### config.mk
export PLATFORM = sky130hd
export DESIGN_NAME = condicionador_botoes
export DESIGN_NICKNAME = d
export VERILOG_FILES = /design/src/rtl/condicionador_pkg.sv /design/src/rtl/sincronizador_2ff.sv /design/src/rtl/condicionador_botoes.sv
export SDC_FILE = /design/constraint.sdc
export NUM_CORES = 1
export LEC_CHECK = 0
export ABC_CLOCK_PERIOD_IN_PS = 2000
export CAP_MARGIN = 20
export CORE_UTILIZATION = 50
export CTS_CLUSTER_DIAMETER = 120
export CTS_CLUSTER_SIZE = 30
export DETAILED_ROUTE_END_ITERATION = 8
export PLACE_DENSITY = 0.78
export RECOVER_POWER = 25
export SLEW_MARGIN = 20
export SYNTH_ARGS = -nofsm -noshare
export SYNTH_HDL_FRONTEND = slang
export SYNTH_SLANG_ARGS = --single-unit
### constraint.sdc
create_clock -name clock -period 2 [get_ports clock]
set_input_delay 0.5 -clock clock [delete_from_list [all_inputs] [get_ports clock]]
set_output_delay 0.5 -clock clock [all_outputs]
set_load 0.02 [all_outputs]
### src/rtl/condicionador_pkg.sv
// State codes shared by the button conditioner and the HEX5 display path.
package condicionador_pkg;
  localparam logic [3:0] ESPERA      = 4'd0;
  localparam logic [3:0] FILTRA      = 4'd1;
  localparam logic [3:0] PRESSIONADO = 4'd2;
  localparam logic [3:0] SOLTA       = 4'd3;
endpackage

### src/rtl/sincronizador_2ff.sv
// Two-flop synchronizer for an asynchronous bus, async active-low reset.
module sincronizador_2ff #(
  parameter int WIDTH = 4
) (
  input  logic             clk_i,
  input  logic             rst_n_i,
  input  logic [WIDTH-1:0] d_i,
  output logic [WIDTH-1:0] q_o
);
  logic [WIDTH-1:0] meta_q;
  logic [WIDTH-1:0] sync_q;

  always_ff @(posedge clk_i or negedge rst_n_i) begin
    if (!rst_n_i) begin
      meta_q <= '0;
      sync_q <= '0;
    end else begin
      meta_q <= d_i;
      sync_q <= meta_q;
    end
  end

  assign q_o = sync_q;
endmodule

### src/rtl/condicionador_botoes.sv
// Button conditioner: synchronize, debounce, accept one press per release.
// Optional macro MULTIPLA_ERRO_EN rejects presses with more than one button set.
//
// state       | meaning
// ESPERA      | idle, no button seen
// FILTRA      | pattern seen, counting stable cycles
// PRESSIONADO | press accepted (or rejected), waiting for release
// SOLTA       | release seen, counting quiet cycles
module condicionador_botoes
  import condicionador_pkg::*;
#(
  parameter int N_BOTOES        = 4,
  parameter int DEBOUNCE_CICLOS = 50000,
  parameter int CW              = 16
) (
  input  logic                clock,
  input  logic                reset,
  input  logic [N_BOTOES-1:0] botoes,
  input  logic                limpa,
  output logic [N_BOTOES-1:0] jogada,
  output logic                jogada_feita,
  output logic                tem_jogada,
  output logic                erro_multipla,
  output logic [3:0]          db_estado
);
  logic [N_BOTOES-1:0] sb;
  logic [3:0]          estado_q, estado_d;
  logic [CW-1:0]       cnt_q, cnt_d;
  logic [N_BOTOES-1:0] amostra_q, amostra_d;
  logic [N_BOTOES-1:0] jogada_q, jogada_d;
  logic                feita_q, feita_d;
  logic                erro_q, erro_d;
  logic                fim_cnt;
  logic                multipla;

  sincronizador_2ff #(.WIDTH(N_BOTOES)) u_sync (
    .clk_i  (clock),
    .rst_n_i(reset),
    .d_i    (botoes),
    .q_o    (sb)
  );

  assign fim_cnt = (cnt_q == CW'(DEBOUNCE_CICLOS - 1));

`ifdef MULTIPLA_ERRO_EN
  assign multipla = |(amostra_q & (amostra_q - N_BOTOES'(1)));
`else
  assign multipla = 1'b0;
`endif

  always_comb begin
    estado_d  = estado_q;
    cnt_d     = cnt_q;
    amostra_d = amostra_q;
    jogada_d  = jogada_q;
    feita_d   = 1'b0;
    erro_d    = erro_q;
    case (estado_q)
      ESPERA: begin
        if (sb != '0) begin
          estado_d  = FILTRA;
          amostra_d = sb;
          cnt_d     = '0;
        end
      end
      FILTRA: begin
        if (sb == '0) begin
          estado_d = ESPERA;
          erro_d   = 1'b0;
        end else if (sb != amostra_q) begin
          amostra_d = sb;
          cnt_d     = '0;
        end else if (fim_cnt) begin
          estado_d = PRESSIONADO;
          if (multipla) begin
            erro_d = 1'b1;
          end else begin
            jogada_d = amostra_q;
            feita_d  = 1'b1;
          end
        end else begin
          cnt_d = cnt_q + CW'(1);
        end
      end
      PRESSIONADO: begin
        if (sb == '0) begin
          estado_d = SOLTA;
          cnt_d    = '0;
        end
      end
      SOLTA: begin
        if (sb != '0) begin
          estado_d = PRESSIONADO;
        end else if (fim_cnt) begin
          estado_d = ESPERA;
          erro_d   = 1'b0;
        end else begin
          cnt_d = cnt_q + CW'(1);
        end
      end
      default: begin
        estado_d = ESPERA;
        erro_d   = 1'b0;
      end
    endcase
    // Clear wins over a same-cycle capture; the pulse still goes out.
    if (limpa) jogada_d = '0;
  end

  always_ff @(posedge clock or negedge reset) begin
    if (!reset) begin
      estado_q  <= ESPERA;
      cnt_q     <= '0;
      amostra_q <= '0;
      jogada_q  <= '0;
      feita_q   <= 1'b0;
      erro_q    <= 1'b0;
    end else begin
      estado_q  <= estado_d;
      cnt_q     <= cnt_d;
      amostra_q <= amostra_d;
      jogada_q  <= jogada_d;
      feita_q   <= feita_d;
      erro_q    <= erro_d;
    end
  end

  assign jogada        = jogada_q;
  assign jogada_feita  = feita_q;
  assign tem_jogada    = |sb;
  assign erro_multipla = erro_q;
  assign db_estado     = estado_q;
endmodule
# Yosys cells after proc, flatten, opt, wreduce, memory -nomap -nowiden
# Cells that the tools add are included.
# word_totals
reg_bits,38
latchBits,0
mem_bits_rw,0
mem_bits_ro,0
inputBits,7
output_inout_bits,11
wordCells,73
memories,0
# classes
addsub,1
n_mul,0
div_mod_pow,0
magnitude_cmp,0
n_eq_ne,17
shift,0
mux,32
bitwise_logic,1
reduce_logical,14
# op_table
op,n
$mux 16,6
$pmux 16 s4,1
$mux 4,15
$ne 2x2->1 const B,9
$add 16x1->16 const B,1
$eq 16x16->1 const B,1
$pmux 4 s4,1
$reduce_and 4->1,3
$reduce_and 5->1,2
$ne 3x3->1 const B,3
$eq 4x2->1 const B,2
$logic_not 4->1,2
$pmux 4 s2,1
$reduce_bool 4->1,2
$mux 1,7
$reduce_bool 2->1,3
$eq 4x1->1 const B,1
$ne 4x4->1,1
$reduce_or 4->1,1
$pmux 1 s3,1
$reduce_or 2->1,1
$not 1->1,1

# Depth between registers and ports, before layout
# Gate-level depths: netlist of the first run.
# depth
word_depth,6
depth_mapped,7
ltp_nobuf,7

# By module
# From an unflattened synthesis of the first run, not the netlist that was laid out.
# unflattened
cells_unflattened,152
area_unflattened_um2,1707.9
# modules_own_cells
mod,n_inst,cells_per_inst,area_per_inst_um2,seq_area_each_um2
condicionador_botoes,1,144,1507.7,675.6
sincronizador_2ff,1,8,200.2,200.2

# Worst setup path after synthesis of the first run
# Ideal clock, no wire load.
# synth_path
kind,register to register
from,"register u_sync.sync_q[0], in the netlist u_sync.q_o[0]"
to,register cnt_q[5]
arrival_ns,2.099
setup_slack_ns,-0.220
stages_incl_launch_ff,7
path_buffers,0
cell_sequence,dfrtp_1 nor4_4 inv_1 mux2_2 o32ai_4 o22ai_1 a22o_1
# synth_between
elab_chain_len,4
word_cells_on_any_way,11
# synth_rtl
item,line,rtl
from (decl),sincronizador_2ff.sv:11,logic [WIDTH-1:0] sync_q;
from (signal assigned),sincronizador_2ff.sv:19,sync_q <= meta_q;
$ne 4x4->1,condicionador_botoes.sv:70,end else if (sb != amostra_q) begin
$mux 16,condicionador_botoes.sv:70,
$mux 16,condicionador_botoes.sv:67,if (sb == '0) begin
$pmux 16 s4,condicionador_botoes.sv:58,case (estado_q)
to (signal assigned),condicionador_botoes.sv:120,cnt_q <= cnt_d;
to (decl),condicionador_botoes.sv:28,"logic [CW-1:0] cnt_q, cnt_d;"
# Parallel ways exist; a longest one is shown, timed or not. The select of a mux whose other input is x is not followed.
# A chain may end at the register's enable or synchronous reset.

# Final worst setup path of the first run
# layout_path
from,register cnt_q[12]
to,register cnt_q[13]
# layout_between
elab_chain_len,5
word_cells_on_any_way,7
# layout_rtl
item,line
$add 16x1->16 or $eq 16x16->1 (tied branches),"condicionador_botoes.sv:82, condicionador_botoes.sv:98, condicionador_botoes.sv:43"
$mux 16 (*),"condicionador_botoes.sv:73, condicionador_botoes.sv:94"
$mux 16,condicionador_botoes.sv:70
$mux 16,condicionador_botoes.sv:67
$pmux 16 s4 (*),condicionador_botoes.sv:58
# Every way passes the cells marked *; elsewhere a longest branch is shown, timed or not. The select of a mux whose other input is x is not followed.

==> impl_metrics.toml, run 1 <==
[run_status]
status = "complete, but fails checks"
violations = "setup timing"

[timing]
fin_skew_ns = 0.0202
tightest_slew_ns = 0.852
fin_ws_ns = -0.132
relSlewSlack_pct = 43.2
fmax_ghz = 0.469
finalCritPeriodShare_pct = 107
finalCriticalPeriod_ns = 2.13
hold_viol = 0
rsz0062_at_grt = "yes"
setup_tns_ns = -0.750
setup_violations = 15
fin_hold_ws_ns = 0.362
slew_violations = 0

[logic_synthesis]
synth_edf_count = 0
syn_area_per_cell_sq_um = 11.2
syn_area_sq_um = 1810
ys_top_cells_by_count = "dfrtp_1, nor2_1, xor2_1"
synth.distinct_cells = 40
ys_ff_latch = 35
yosys.area.top_type = "dfrtp_1"
synth.area.top_cells = "dfrtp_1, nor2_1, xor2_1"
synth_top_area_share_pct = 48.4
async_reset_ff_share_pct = 100
yosysMostFrequentCell = "dfrtp_1"
synth_warnings = 0
synthFlopType = "dfrtp_1"
synthCells = 161
yosysSeqAreaShare_pct = 48.4

[clock_tree]
clkTransAtPathRegs_ns = 0.11
cts.sinks = 35
cts_tree = "yes"
clk_path_buf_depth = 2
clk-insertion-delay-late_ns = 0.35
ctsHoldBuffers = 0
htreeDepth = 2
cts-buffers-inserted = 5
cts-root-buf = "clkbuf_4"

[drt]
via_count = 1454
detail-route-antenna-nets = 0
wire_per_inst_microns = 15.9
drc = 0
drtPass1Iterations = 4
wl_mm = 4.11
avgViaCountPerCell = 5.64
first_iter_violations = 72

[critical_path]
cp-start-kind = "register"
worstPathRequired_ns = 2.23
crit_arrival_ns = 2.36
path_max_fanout = 6
rr_endpoint = "cnt_q[13]"
r2r_cells = 5
crit_chain = "or4b_4 -> or4_4 -> and4_2 -> xnor2_2 -> nor2_1"
r2r_start = "cnt_q[12]"
end_kind = "register"
critPathKind = "reg2reg"
r2r_setup_slack_ns = -0.13
critical-path-max-stage-delay_ns = 0.58
crit_start = "cnt_q[12]"
crit_slowest_cell = "or4_4"

[finish]
area_delta_synth_final_pct = 32.9
diodes = 0
finalNonFillerCells = 258
stdcell_area_sq_um = 2410
layout.nets = 224
fin_util_pct = 71.0
drive_gt1_share_pct = 34.9

[global_route]
antenna_found_initial = 0
grt_overflow = 0
first_global_vias = 1525
grt_max_degree = 36
grt_first_pass_wirelength_mm = 7.08
grt_usage_pct = 23.6

[power]
finalPower_mw = 2.48
power_density_nw_per_um2 = 1030
ir_worst_vdd_uv = 577
leakage_nw = 1.07

[placed_design]
place_congestion = 0.865
place_area_sq_um = 2200
numPortBuffers = 14
placed_cells = 246
post-place-ws_ns = -0.153
dp_hpwl_mm = 2.76

[worst_hold_path]
worstHoldPathCells = 0
hold_end = "u_sync.q_o[2]"
min_from = "u_sync.meta_q[2]"
hold_class = "reg2reg"

[floorplan]
num_rows = 21
coreArea_sq_um = 3390
io_pins = 18
die_h_microns = 62.2
die_width_microns = 62.2
die_area_sq_um = 3870
initial_utilization_pct = 53.4

[run]
maxCapViolations = 0
final cells by class:
cell class | instances | area (sq um)
Clock buffer | 6 | 51.3
Clock inverter | 1 | 5.00
Fill cell | 243 | 983
Inverter | 3 | 11.3
Multi-Input combinational cell | 120 | 1010
Sequential cell | 35 | 876
Tap cell | 46 | 57.6
Timing Repair Buffer | 47 | 395
layout by cell type (no fill, tap or decap), types with 2 or more instances in the layout:
cell	synthesis	layout
clkdlybuf4s50_1	0	8
nand3_1	6	6
a21oi_1	3	3
and4_1	2	2
buf_6	0	4
nor2_2	0	2
inv_1	3	2
clkbuf_4	0	5
xnor2_2	0	2
buf_4	3	28
or4b_4	0	2
and3_1	4	4
conb_1	1	3
nand2_1	5	5
xnor2_1	8	6
ha_1	5	5
nor3_4	0	3
nor2_1	24	21
nor4_2	1	3
mux2i_1	6	5
mux2_2	6	6
and4_2	2	2
nor4_4	2	2
dfrtp_1	35	35
xor2_1	9	9
dlygate4sd3_1	0	5
nor3_1	5	2
nand4_1	6	6
worst max-delay path by stage:
stage / endpoint / cells past startpoint / slack, ns
after floorplan: db_estado[0] / 5 / -0.13
after global placement: db_estado[0] / 5 / -0.08
after detailed placement: db_estado[0] / 5 / -0.15
after CTS: db_estado[0] / 5 / -0.1
final: cnt_q[13] / 5 / -0.13
after global routing: cnt_q[13] / 5 / -0.18
routing by layer:
layer,wire [microns],share of wire [%],global-route usage (%),vias to the layer above
met5,0,0,0,-
met1,1710,42,29.7,726
met2,2130,52,39.3,38
met3,154,3.7,4.78,13
li1,-,-,-,677
met4,114,2.8,10.5,0
worst max-delay path: cells and delay by family (launching register included):
family / cells / cell delay, ns
DFF: 1 / 0.40
xor gates and xnor gates: 1 / 0.14
and+or+nand+nor: 4 / 1.46
where the power goes:
group | internal, mW | switching [mW]
clock network | 0.163 | 0.232
registers | 0.799 | 0.101
logic | 0.536 | 0.652
cells by family after synthesis:
kind of cell / after synthesis / share of synthesized area, %
buf+inv: 8 / 2.42
fa+ha+maj: 5 / 3.46
flops: 35 / 48.4
mux: 12 / 7.05
xor+xnor: 17 / 8.22
simple gates: 70 / 24.3
other cells: 1 / 0.207
compound gates: 13 / 6.01
sequential cells by signal, summed over array words and instances (netlist names), named ones only:
register	count
cnt_q	16
db_estado	1
u_sync.q_o	4
jogada	4
jogada_feita	1
u_sync.meta_q	4
amostra_q	4
timing repair:
item / 4_1_cts / 5_1_grt
buffers inserted: 4 / 1
pin swaps: 7 / 11
endpoints found under the setup margin: 18 / 18
endpoints found under the hold margin: 0 / 0
resized for setup: 10 / 18
Power figures use the tool's default switching activity.
==> run 2: changes to the inputs <==
--- a/config.mk
+++ b/config.mk
@@ -7,6 +7,7 @@
 export LEC_CHECK = 0
 export ABC_CLOCK_PERIOD_IN_PS = 2000
 export CAP_MARGIN = 20
+export CORE_MARGIN = 1.5
 export CORE_UTILIZATION = 50
 export CTS_CLUSTER_DIAMETER = 120
 export CTS_CLUSTER_SIZE = 30
==> impl_metrics.toml, run 2 (same netlist as run 1, synthesis figures left out) <==
[clock_tree]
ctsHoldBuffers = 0
clkTransAtPathRegs_ns = 0.11
htreeDepth = 2
cts-root-buf = "clkbuf_4"
cts-buffers-inserted = 5
cts.sinks = 35
clk_path_buf_depth = 2
cts_tree = "yes"
clk-insertion-delay-late_ns = 0.35

[floorplan]
num_rows = 21
die_area_sq_um = 3990
die_width_microns = 63.2
coreArea_sq_um = 3420
io_pins = 18
die_h_microns = 63.2
initial_utilization_pct = 53.0

[critical_path]
crit_cells = 5
crit_chain = "or4b_4 -> or4_4 -> nor4b_4 -> nor4_2 -> mux2i_1"
path_max_fanout = 5
cp-start-kind = "register"
rr_endpoint = "db_estado[0]"
critical-path-max-stage-delay_ns = 0.58
crit_start = "cnt_q[12]"
critPathBufInv = 0
crit_arrival_ns = 2.36
r2r_cells = 5
r2r_setup_slack_ns = -0.13
end_kind = "register"
endpoint = "db_estado[0]"
cp_top_family = "simple AND/OR/NAND/NOR gates"
worstPathRequired_ns = 2.24
critPathKind = "reg2reg"
r2r_start = "cnt_q[12]"
crit_slowest_cell = "or4_4"

[timing]
tightest_slew_ns = 0.836
fin_ws_ns = -0.129
slew_violations = 0
finalCritPeriodShare_pct = 106
fin_hold_ws_ns = 0.358
hold_viol = 0
rsz0062_at_grt = "yes"
setup_violations = 9
fin_skew_ns = 0.00358
relSlewSlack_pct = 44.2
finalCriticalPeriod_ns = 2.13
fmax_ghz = 0.470

[drt]
first_iter_violations = 67
drtPass1Iterations = 4
detail-route-antenna-nets = 0
via_count = 1419
wire_per_inst_microns = 15.3
wl_mm = 3.95
avgViaCountPerCell = 5.50
drc = 0

[placed_design]
dp_hpwl_mm = 2.76
place_congestion = 0.872
post-place-ws_ns = -0.149
numPortBuffers = 14

[global_route]
antenna_found_initial = 0
grt_overflow = 0
grt_first_pass_wirelength_mm = 6.68
grt_usage_pct = 21.9
first_global_vias = 1455
grt_max_degree = 36

[finish]
fill_cells = 252
layout_commonest_cell = "dfrtp_1"
area_delta_synth_final_pct = 29.3
largest_reg_flops = 16
multiInputGateArea_sq_um = 933
top_register = "cnt_q"
layout.nets = 223
drive_gt1_share_pct = 32.1
seq_area_sq_um = 877
diodes = 0
mostFrequentLayoutCells = "dfrtp_1, buf_4, nor2_1"

[run]
maxCapViolations = 0

[worst_hold_path]
hold_class = "reg2reg"

[power]
power_density_nw_per_um2 = 1050
leakage_nw = 1.05
finalPower_mw = 2.47
ir_worst_vdd_uv = 651

[run_status]
status = "complete, but fails checks"
violations = "setup timing"
run 2: cell types whose count changed in the layout (fill, tap and decap cells not counted), sizes merged:
cell,previous run,this run
buf,33,32
bufinv,0,1
clkbuf,7,6
clkinv,1,2
run 2: layer usage:
layer / global-route usage, % / wire, microns / vias up
met3: 5.00 / 124 / 7
met4: 9.51 / 87 / 0
met2: 36.0 / 2010 / 26
li1: - / - / 673
met1: 27.7 / 1730 / 713
met5: 0 / 0 / -
run 2: layout make-up:
class / instances / share of cell area, %
Multi-Input combinational cell: 120 / 39.9
Sequential cell: 35 / 37.5
Timing Repair Buffer: 46 / 16.2
Tap cell: 46 / 2.46
Clock inverter: 3 / 1.87
Clock buffer: 5 / 1.60
Inverter: 3 / 0.481
run 2: worst min path at each step:
stage / start / to / slack (ns) / cells after the start
finish: u_sync.meta_q[0] / u_sync.q_o[0] / 0.36 / 0
global route: u_sync.meta_q[0] / u_sync.q_o[0] / 0.36 / 0
CTS: u_sync.meta_q[2] / u_sync.q_o[2] / 0.36 / 0
detailed placement: u_sync.meta_q[2] / u_sync.q_o[2] / 0.34 / 0
global placement: u_sync.meta_q[0] / u_sync.q_o[0] / 0.33 / 0
floorplan: reset / asynchronous set/reset pin / 0.20 / 0
run 2: where the power goes:
| part | total, mW | leakage (nW) | switching (mW) | internal, mW |
|---|---|---|---|---|
| clock network | 0.511 | 0.0452 | 0.248 | 0.263 |
| registers | 0.901 | 0.452 | 0.100 | 0.801 |
| logic | 1.06 | 0.557 | 0.580 | 0.476 |
| total | 2.47 | 1.05 | 0.929 | 1.54 |
run 2: per-stage QoR:
| stage | util [%] | TNS, ns | instance area, sq um | cells |
|---|---|---|---|---|
| floorplan | - | -1.93 | 1830 | 163 |
| global placement | 64.1 | -0.271 | 2190 | 245 |
| detailed placement | 64.1 | -0.657 | 2190 | 245 |
| CTS | 67.6 | -0.433 | 2310 | 256 |
| global route | 68.5 | -1.41 | 2340 | 258 |
| finish | 68.5 | -0.470 | 2340 | 258 |
run 2: timing repair:
| action | in CTS | in global routing |
|---|---|---|
| pin swaps | 5 | 5 |
| buffers inserted | 3 | 2 |
| endpoints found under the setup margin | 12 | 23 |
| gates resized for setup | 6 | 8 |
==> run 3: changes to the inputs <==
--- a/config.mk
+++ b/config.mk
@@ -12,6 +12,7 @@
 export CTS_CLUSTER_DIAMETER = 120
 export CTS_CLUSTER_SIZE = 30
 export DETAILED_ROUTE_END_ITERATION = 8
+export GPL_ROUTABILITY_DRIVEN = 1
 export PLACE_DENSITY = 0.78
 export RECOVER_POWER = 25
 export SLEW_MARGIN = 20
==> results of run 3 <==
The final DEF is identical to that of run 2; final timing and power are the same.
